--- src/rtl/legv8_boot_pkg.sv ---
// legv8_boot_pkg: boot sequencer states, protocol bytes and a busy helper.
// Shared by the boot sequencer top and its idle timer.
package legv8_boot_pkg;

  typedef enum logic [2:0] {
    ST_IDLE,
    ST_LEN,
    ST_DATA,
    ST_CSUM,
    ST_ACK,
    ST_RUN
  } boot_state_e;

  localparam logic [7:0] BOOT_SYNC = 8'h55;
  localparam logic [7:0] BOOT_ACK  = 8'h06;
  localparam logic [7:0] BOOT_NAK  = 8'h15;

  function automatic logic is_busy(boot_state_e s);
    return s inside {ST_LEN, ST_DATA, ST_CSUM};
  endfunction

endpackage

--- src/rtl/boot_idle_timer.sv ---
// boot_idle_timer: counts idle cycles while enabled, flags the last one.
// Holds its count when disabled; clear has priority over counting.
module boot_idle_timer #(
  parameter int TIMEOUT_CYCLES = 1_000_000
) (
  input  logic clk,
  input  logic rst,
  input  logic clear,
  input  logic enable,
  output logic expired
);

  localparam int CW =
    (TIMEOUT_CYCLES > 1) ? $clog2(TIMEOUT_CYCLES) : 1;
  localparam logic [CW-1:0] LAST = CW'(TIMEOUT_CYCLES - 1);

  logic [CW-1:0] cnt_q, cnt_d;

  assign expired = enable && (cnt_q == LAST);

  always_comb begin
    cnt_d = cnt_q;
    if (clear)
      cnt_d = '0;
    else if (enable && !expired)
      cnt_d = cnt_q + CW'(1);
  end

  always_ff @(posedge clk) begin
    if (!rst) cnt_q <= '0;
    else      cnt_q <= cnt_d;
  end

endmodule

--- src/rtl/legv8_boot_sequencer.sv ---
// legv8_boot_sequencer: UART frame loader for IMEM, gates core_run.
// Define BOOT_CHECKSUM_EN to require a trailing XOR checksum byte.
module legv8_boot_sequencer
  import legv8_boot_pkg::*;
#(
  parameter int ADDR_WIDTH     = 6,
  parameter int TIMEOUT_CYCLES = 1_000_000
) (
  input  logic                  clk,
  input  logic                  rst,
  input  logic                  rx_valid,
  input  logic [7:0]            rx_data,
  output logic                  tx_valid,
  output logic [7:0]            tx_data,
  input  logic                  tx_ready,
  output logic                  imem_write_en,
  output logic [ADDR_WIDTH-1:0] imem_write_addr,
  output logic [31:0]           imem_write_data,
  output logic                  core_run,
  output logic                  boot_busy
);

  localparam int NW = ADDR_WIDTH + 1;
  localparam int unsigned CAP = 1 << ADDR_WIDTH;

  boot_state_e state_q, state_d;
  logic [7:0]            tx_q, tx_d;
  logic [NW-1:0]         n_q;
  logic [ADDR_WIDTH-1:0] idx_q;
  logic [1:0]            lane_q;
  logic [23:0]           buf_q;
  logic [31:0]           word_q;
  logic                  wr_q;
  logic len_ok, last_wr, data_byte;
  logic expired, tmr_clear, busy_q;

  assign busy_q  = is_busy(state_q);
  assign len_ok  = (rx_data != 8'd0) && (32'(rx_data) <= CAP);
  assign last_wr = wr_q && ((NW'(idx_q) + NW'(1)) == n_q);
  // a byte landing on the final write pulse is never image data
  assign data_byte = rx_valid && (state_q == ST_DATA) && !last_wr;

`ifdef BOOT_CHECKSUM_EN
  logic [7:0] xor_q;
  logic       csum_ok;
  assign csum_ok = (rx_data == xor_q);
`endif

  always_comb begin
    state_d = state_q;
    tx_d    = tx_q;
    unique case (state_q)
      ST_IDLE:
        if (rx_valid && rx_data == BOOT_SYNC) state_d = ST_LEN;
      ST_LEN:
        if (rx_valid) begin
          state_d = len_ok ? ST_DATA : ST_ACK;
          if (!len_ok) tx_d = BOOT_NAK;
        end else if (expired) begin
          state_d = ST_ACK;
          tx_d    = BOOT_NAK;
        end
      ST_DATA:
        if (last_wr) begin
`ifdef BOOT_CHECKSUM_EN
          if (rx_valid) begin
            state_d = ST_ACK;
            tx_d    = csum_ok ? BOOT_ACK : BOOT_NAK;
          end else begin
            state_d = ST_CSUM;
          end
`else
          state_d = ST_ACK;
          tx_d    = BOOT_ACK;
`endif
        end else if (expired && !rx_valid) begin
          state_d = ST_ACK;
          tx_d    = BOOT_NAK;
        end
`ifdef BOOT_CHECKSUM_EN
      ST_CSUM:
        if (rx_valid) begin
          state_d = ST_ACK;
          tx_d    = csum_ok ? BOOT_ACK : BOOT_NAK;
        end else if (expired) begin
          state_d = ST_ACK;
          tx_d    = BOOT_NAK;
        end
`endif
      ST_ACK:
        if (tx_ready)
          state_d = (tx_q == BOOT_ACK) ? ST_RUN : ST_IDLE;
      ST_RUN:
        if (rx_valid && rx_data == BOOT_SYNC) state_d = ST_LEN;
      default:
        state_d = ST_IDLE;
    endcase
  end

  always_ff @(posedge clk) begin
    if (!rst) begin
      state_q <= ST_IDLE;
      tx_q    <= '0;
    end else begin
      state_q <= state_d;
      tx_q    <= tx_d;
    end
  end

  always_ff @(posedge clk) begin
    if (!rst) begin
      n_q    <= '0;
      idx_q  <= '0;
      lane_q <= '0;
      buf_q  <= '0;
      word_q <= '0;
      wr_q   <= 1'b0;
`ifdef BOOT_CHECKSUM_EN
      xor_q  <= '0;
`endif
    end else begin
      wr_q <= 1'b0;
      if (wr_q) idx_q <= idx_q + ADDR_WIDTH'(1);
      if (state_q == ST_LEN && rx_valid && len_ok) begin
        n_q    <= NW'(rx_data);
        idx_q  <= '0;
        lane_q <= '0;
`ifdef BOOT_CHECKSUM_EN
        xor_q  <= '0;
`endif
      end
      if (data_byte) begin
        lane_q <= lane_q + 2'd1;
        buf_q  <= {rx_data, buf_q[23:8]};
`ifdef BOOT_CHECKSUM_EN
        xor_q  <= xor_q ^ rx_data;
`endif
        if (lane_q == 2'd3) begin
          word_q <= {rx_data, buf_q};
          wr_q   <= 1'b1;
        end
      end
    end
  end

  assign tmr_clear = (busy_q && rx_valid) ||
                     (state_d != state_q && is_busy(state_d));

  boot_idle_timer #(
    .TIMEOUT_CYCLES(TIMEOUT_CYCLES)
  ) u_timer (
    .clk    (clk),
    .rst    (rst),
    .clear  (tmr_clear),
    .enable (busy_q),
    .expired(expired)
  );

  assign tx_valid        = (state_q == ST_ACK);
  assign tx_data         = tx_q;
  assign imem_write_en   = wr_q;
  assign imem_write_addr = idx_q;
  assign imem_write_data = word_q;
  assign core_run        = (state_q == ST_RUN);
  assign boot_busy       = busy_q;

endmodule

--- config.mk ---
export PLATFORM = sky130hd
export DESIGN_NAME = legv8_boot_sequencer
export DESIGN_NICKNAME = d
export VERILOG_FILES = /design/src/rtl/legv8_boot_pkg.sv /design/src/rtl/boot_idle_timer.sv /design/src/rtl/legv8_boot_sequencer.sv
export SDC_FILE = /design/constraint.sdc
export NUM_CORES = 1
export LEC_CHECK = 0
export BUFFER_PORTS_ARGS = -buffer_cell sky130_fd_sc_hd__buf_2
export CAP_MARGIN = 30
export CORE_MARGIN = 8
export CORE_UTILIZATION = 57
export DETAILED_ROUTE_END_ITERATION = 12
export GPL_ROUTABILITY_DRIVEN = 0
export GPL_TIMING_DRIVEN = 0
export PLACE_DENSITY = 0.88
export SLEW_MARGIN = 20
export SYNTH_ARGS = -nofsm -noshare
export SYNTH_HDL_FRONTEND = slang
export SYNTH_HIERARCHICAL = 1
export SYNTH_SLANG_ARGS = --single-unit
--- constraint.sdc ---
create_clock -name clk -period 4.45 [get_ports clk]
set_clock_uncertainty 0.1 [all_clocks]
set_input_delay 0.2225 -clock clk [delete_from_list [all_inputs] [get_ports clk]]
set_output_delay 0.2225 -clock clk [all_outputs]
set_load 0.02 [all_outputs]
Word level (Yosys, flattened, before mapping)
Cells that the tools add are included.
W data, S select, Z words.
{"block": "totals", "register_bits": 103, "inputBits": 12, "out_inout_bits": 50, "elab_cells": 78}
{"block": "op_classes", "add_sub_neg": 4, "order_cmp": 1, "eq_ne": 17, "mux": 18, "n_bitwise": 1, "n_reduce_logical": 28}
{"cell": "$mux W8", "n": 5}
{"cell": "$mux W3", "n": 8}
{"cell": "$add A20 B1 Y20 const B", "n": 1}
{"cell": "$eq A20 B20 Y1 const B", "n": 1}
{"cell": "$pmux W8 S2", "n": 1}
{"cell": "$eq A3 B2 Y1 const B", "n": 4}
{"cell": "$logic_and A1 B1 Y1", "n": 12}
{"cell": "$pmux W3 S4", "n": 1}
{"cell": "$eq A8 B3 Y1 const B", "n": 1}
{"cell": "$eq A8 B7 Y1 const B", "n": 1}
{"cell": "$le A8 B7 Y1 const B", "n": 1}
{"cell": "$reduce_bool A8 Y1", "n": 1}
{"cell": "$add A6 B1 Y7 const B", "n": 1}
{"cell": "$eq A7 B7 Y1", "n": 1}
{"cell": "$add A6 B1 Y6 const B", "n": 1}
{"cell": "$eq A3 B1 Y1 const B", "n": 2}
{"cell": "$eq A3 B3 Y1 const B", "n": 2}
{"cell": "$ne A3 B3 Y1 const B", "n": 2}
{"cell": "$reduce_bool A3 Y1", "n": 2}
{"cell": "$reduce_or A2 Y1", "n": 3}
{"cell": "$mux W2", "n": 2}
{"cell": "$reduce_and A2 Y1", "n": 2}
{"cell": "$reduce_and A4 Y1", "n": 1}
{"cell": "$reduce_bool A2 Y1", "n": 2}
{"cell": "9 further kinds", "n": 11}

Depth between registers and ports, before layout
{"block": "logic_depth", "word_depth": 12, "depth_mapped": 15, "mapped_depth_nobuf": 13}

Modules after synthesis
The synthesis kept the hierarchy.
{"module": "legv8_boot_sequencer", "n_inst": 1, "cells_each": 422, "area_each_um2": 3455.8, "seq_area_each_um2": 1561.5}
{"module": "boot_idle_timer", "n_inst": 1, "cells_each": 123, "area_each_um2": 1054.8, "seq_area_each_um2": 400.4}

Worst setup path after synthesis
No wires, ideal clock.
{"block": "synth_timing", "kind": "register to register", "from": "register state_q[1]", "to": "register u_timer.cnt_q[19]", "setup_time_ns": 0.101, "arrival_time_ns": 3.008, "t_required_ns": 4.249, "path_slack_ns": 1.241, "stages_incl_launch_ff": 14, "path_buffers": 2, "period_less_slack_ns": 3.209, "path_cell_list": "dfxtp_1 > clkbuf_1 > nor2_1 > nor2_1 > and4_1 > nor2b_1 > a221oi_1 > o21ai_0 > o22ai_1 > a32o_1 > nor2b_1 > clkbuf_1 > o311ai_0 > o41ai_1"}
{"block": "synth_via", "elab_chain_len": 12, "elab_cells_between_ends": 28, "classes_between": "eq/ne (9); mux (7); reduce/logical (12)"}
{"element": "from (decl)", "line": "legv8_boot_sequencer.sv:26", "source": "boot_state_e state_q, state_d;"}
{"element": "from (signal assigned)", "line": "legv8_boot_sequencer.sv:105", "source": "state_q <= state_d;"}
{"element": "$eq A3 B1 Y1 or $eq A3 B2 Y1 (tied branches)", "line": "legv8_boot_pkg.sv:19", "source": "return s inside {ST_LEN, ST_DATA, ST_CSUM};"}
{"element": "$reduce_bool A3 Y1 *", "line": "legv8_boot_pkg.sv:19"}
{"element": "named net boot_busy", "line": "legv8_boot_sequencer.sv:20", "source": "output logic boot_busy"}
{"element": "$logic_and A1 B1 Y1 *", "line": "boot_idle_timer.sv:19", "source": "assign expired = enable && (cnt_q == LAST);"}
{"element": "named net expired", "line": "legv8_boot_sequencer.sv:35", "source": "logic expired, tmr_clear, busy_q;"}
{"element": "$logic_and A1 B1 Y1", "line": "legv8_boot_sequencer.sv:76", "source": "end else if (expired && !rx_valid) begin"}
{"element": "$mux W3", "line": "legv8_boot_sequencer.sv:76"}
{"element": "$mux W3", "line": "legv8_boot_sequencer.sv:64", "source": "if (last_wr) begin"}
{"element": "$pmux W3 S4 *", "line": "legv8_boot_sequencer.sv:52", "source": "unique case (state_q)"}
{"element": "$eq A3 B1 Y1 or $eq A3 B2 Y1 (tied branches)", "line": "legv8_boot_pkg.sv:19"}
{"element": "$reduce_bool A3 Y1", "line": "legv8_boot_pkg.sv:19"}
{"element": "$logic_and A1 B1 Y1 *", "line": "legv8_boot_sequencer.sv:147", "source": "(state_d != state_q && is_busy(state_d));"}
{"element": "$logic_or A1 B1 Y1 *", "line": "legv8_boot_sequencer.sv:146", "source": "assign tmr_clear = (busy_q && rx_valid) ||"}
{"element": "named net tmr_clear", "line": "legv8_boot_sequencer.sv:35"}
{"element": "$reduce_or A2 Y1 (no line) *"}
{"element": "to (signal assigned)", "line": "boot_idle_timer.sv:31", "source": "else cnt_q <= cnt_d;"}
{"element": "to (decl)", "line": "boot_idle_timer.sv:17", "source": "logic [CW-1:0] cnt_q, cnt_d;"}
Mark *: on every way through the listed nets, which the timed path passes. The rest lies on a longest branch.
A chain may end at the register's enable or synchronous reset.

Final worst setup path
{"block": "layout_timing", "from": "register u_timer.cnt_q[2]", "to": "register u_timer.cnt_q[19]"}
{"block": "layout_via", "elab_chain_len": 11, "elab_cells_between_ends": 19, "classes_between": "add/sub (1); eq/ne (5); mux (5); reduce/logical (8)"}
{"element": "$eq A20 B20 Y1 *", "line": "boot_idle_timer.sv:19"}
{"element": "$logic_and A1 B1 Y1 *", "line": "boot_idle_timer.sv:19"}
{"element": "named net expired", "line": "legv8_boot_sequencer.sv:35"}
{"element": "$logic_and A1 B1 Y1", "line": "legv8_boot_sequencer.sv:76"}
{"element": "$mux W3", "line": "legv8_boot_sequencer.sv:76"}
{"element": "$mux W3", "line": "legv8_boot_sequencer.sv:64"}
{"element": "$pmux W3 S4 *", "line": "legv8_boot_sequencer.sv:52"}
{"element": "$eq A3 B1 Y1 or $eq A3 B2 Y1 (tied branches)", "line": "legv8_boot_pkg.sv:19"}
{"element": "$reduce_bool A3 Y1", "line": "legv8_boot_pkg.sv:19"}
{"element": "$logic_and A1 B1 Y1 *", "line": "legv8_boot_sequencer.sv:147"}
{"element": "$logic_or A1 B1 Y1 *", "line": "legv8_boot_sequencer.sv:146"}
{"element": "named net tmr_clear", "line": "legv8_boot_sequencer.sv:35"}
{"element": "$reduce_or A2 Y1 (no line) *"}
Marks and branches as above.

==> run metrics <==
Async SR Flop Fraction 0%; Post-synth top cells dfxtp_1 (98), nand3_1 (77), a21oi_1 (71); final instance area between 5000 and 6000 sq um; crit end category flop; Post-DRT Antenna Nets 0; I/O Buffers 56; Routed WL approximately 12 mm; reg2reg setup slack between 0.4 and 0.5 ns; flops & latches, synth between 90 and 100; CTS Hold Bufs 0; minimum clock period roughly 4 ns; Syn Inst Count 545; layout cells sized above 1 between 10% and 20%; Ys Warns 6; layout net count 630; fin cells just over 700; Sink Count ~100; Mapped Area around 4500 sq um; CTS tree built; biggest area consumer among synthesized cells dfxtp_1; number of CTS-inserted buffers 9; WS Path Type flop to flop; RSZ-0062 raised after global routing no; period utilization about nine tenths; Area growth syn-to-layout 13.6%; Yosys cell types 54; dpl hpwl around 8.5 mm; GR Overflow Total 0; FILL cells about 650; max cap viols 0; Final Max Slew Viols 0; Core ar. around 7700 sq um; via count approximately 4,400; largest buffer count on any clock path 2; fin worst setup slack ~0.48 ns; Peak Freq ~0.25 GHz; Data arrival, critical path around 4.2 ns; synth top area cells dfxtp_1 (43%), nand3_1 (8.5%), a21oi_1 (7.9%); initial antenna violation count 0; worst-path fanout max 10; Slew @ Worst Pin 0.543 ns; Initial Utilization between 50% and 60%; Clock H-tree levels 3; status finished clean; dpl cells between 700 and 800; Max IR drop VDD around 0.15 mV; GR Util All Layers around a fifth; Ant. Diodes 0; Main synth FF type dfxtp_1; setup violators final 0; Root Buffer clkbuf_8; FP Rows 32; worst relative slew slack between 60% and 70%; DR vias/cell roughly 6.1; setup TNS 0 ns; DRC 0; post-CTS resize count 0; Placement Setup Slack between 0.6 and 0.7 ns; Post-CTS Setup Inserts 0; leakage 1.94 nW; Vert. Die Dim 105 um; Overall Power 1.49 mW; vias in the first global route just over 4,000; first-pass GRT wire length approximately 20 mm; 1st-iter DRT viols between 400 and 500; count leader, synth dfxtp_1; largest net degree at the start of global routing 19; top-level I/O count 62; sequential fraction of the synthesis area 43.5%; Final Hold Vio Count 0; Clock Latency Late Sink ~0.38 ns; Clk pin slew, worst setup/hold paths approximately 0.10 ns; HP Class primary input to flop; Pre-antenna DRT Iters 5; Post-synth EDFFs 0; Syn Area/Cell between 8 and 9 sq um; Yosys top cell area share a little over two fifths; startpoint types flop; Worst EP required ~4.6 ns; Die W around 100 um; DP Area a little under 5000 sq um; Die Area between 10,000 and 15,000 sq um; WL per Instance approximately 16 um; pwr dens 291 nW/um^2
==> per-stage QoR <==
| step | hold WS (ns) | util [%] |
|---|---|---|
| after global routing | 0.0371 | 66.7 |
| after CTS | 0.0256 | 66.7 |
| after detailed placement | 0.371 | 64.1 |
| after global placement | 0.363 | 64.1 |
| final | 0.0349 | 66.7 |
| after floorplan | 0.266 | - |
==> cell type report <==
type                            count  area, sq um  share of cell area [%]
Sequential cell                    98         1960                    38.3
Clock buffer                       10          138                    2.69
Inverter                           10         37.5                   0.732
Timing Repair Buffer               56          280                    5.47
Multi-Input combinational cell    392         2290                    44.7
Tap cell                          102          128                    2.49
Clock inverter                      6         57.6                    1.12
Buffer                             48          234                    4.57
==> flip-flops by register name, indices dropped and copies added, names as in the netlist <==
name             cells
lane_q               2
imem_write_data     32
state_q              3
n_q                  7
tx_data              3
buf_q               24
u_timer/cnt_q       20
imem_write_addr      6
imem_write_en        1
==> cell usage in the layout (no fill, tap or decap), types with 2 or more instances in the layout <==
| cell | Yosys | layout |
|---|---|---|
| o311a_1 | 2 | 2 |
| clkinvlp_4 | 0 | 2 |
| a21oi_1 | 71 | 71 |
| o21ai_0 | 11 | 11 |
| nand3b_1 | 3 | 3 |
| nor3_1 | 7 | 7 |
| clkbuf_8 | 0 | 10 |
| nor2_1 | 29 | 29 |
| and2_1 | 2 | 2 |
| o31ai_1 | 2 | 2 |
| xor2_1 | 11 | 11 |
| buf_2 | 7 | 63 |
| nand2_1 | 21 | 21 |
| clkbuf_1 | 24 | 24 |
| o22ai_1 | 2 | 2 |
| ha_1 | 3 | 3 |
| inv_1 | 9 | 9 |
| xnor2_1 | 8 | 8 |
| nand4_1 | 7 | 7 |
| nor2b_1 | 3 | 3 |
| mux2i_1 | 15 | 15 |
| nor4_4 | 2 | 2 |
| and3_1 | 8 | 8 |
| inv_6 | 0 | 3 |
| and4_1 | 5 | 5 |
| conb_1 | 1 | 4 |
| or3_1 | 9 | 9 |
| o21ai_1 | 56 | 56 |
| buf_1 | 6 | 6 |
| buf_4 | 10 | 10 |
| dfxtp_1 | 98 | 98 |
| nand3_1 | 77 | 77 |
| a211oi_1 | 4 | 4 |
| or2_2 | 3 | 3 |
| nand2b_1 | 7 | 7 |
==> where the power goes <==
group | switching (mW) | internal [mW]
sequential | 0.0000740 | 0.876
clock | 0.343 | 0.229
combinational | 0.0311 | 0.0108
==> path summary, 6_finish.rpt <==
path | from | depth (start not counted) | to
worst max-delay path | u_timer/cnt_q[2]$_SDFFE_PP0P_ | 14 | u_timer/cnt_q[19]$_SDFFE_PP0P_
worst min-delay path | rx_data[1] | 3 | imem_write_data[25]$_SDFFE_PN0P_
worst max register to register | u_timer/cnt_q[2]$_SDFFE_PP0P_ | 14 | u_timer/cnt_q[19]$_SDFFE_PP0P_
worst min register to register | buf_q[5]$_SDFFE_PN0P_ | 2 | imem_write_data[5]$_SDFFE_PN0P_
==> critical path, cell delays in order (launching register included) <==
cell and delay [ns]:
dfxtp_1 0.44, and4_1 0.23, buf_2 0.18, and3_1 0.18, clkbuf_1 0.26, and4_1 0.31
nor2b_1 0.34, a221oi_1 0.15, o21ai_0 0.10, o22ai_1 0.12, a32o_1 0.25, nor2b_1 0.40
clkbuf_1 0.41, o311ai_0 0.28, o41ai_1 0.11
==> routing by layer <==
layer  GRT usage (%)  share of wire (%)  vias up
met1            25.6                 42     2038
met3            5.77                9.6       31
met2            32.8                 46      221
met5               0                  0        -
met4            10.4                2.3        0
li1                -                  -     2101
==> kinds of logic after synthesis <==
logic type / after synthesis / synth area share (%)
AO/OA/AOI/OAI: 162 / 19.8
XOR/XNOR: 19 / 3.69
adder cells (fa/ha/maj): 3 / 0.832
buffers and inverters: 58 / 6.02
flip-flops: 98 / 43.5
multiplexers: 15 / 3.33
other: 1 / 0.0831
AND/OR/NAND/NOR: 189 / 22.7
Note: power is estimated with default switching activity, not from simulation.
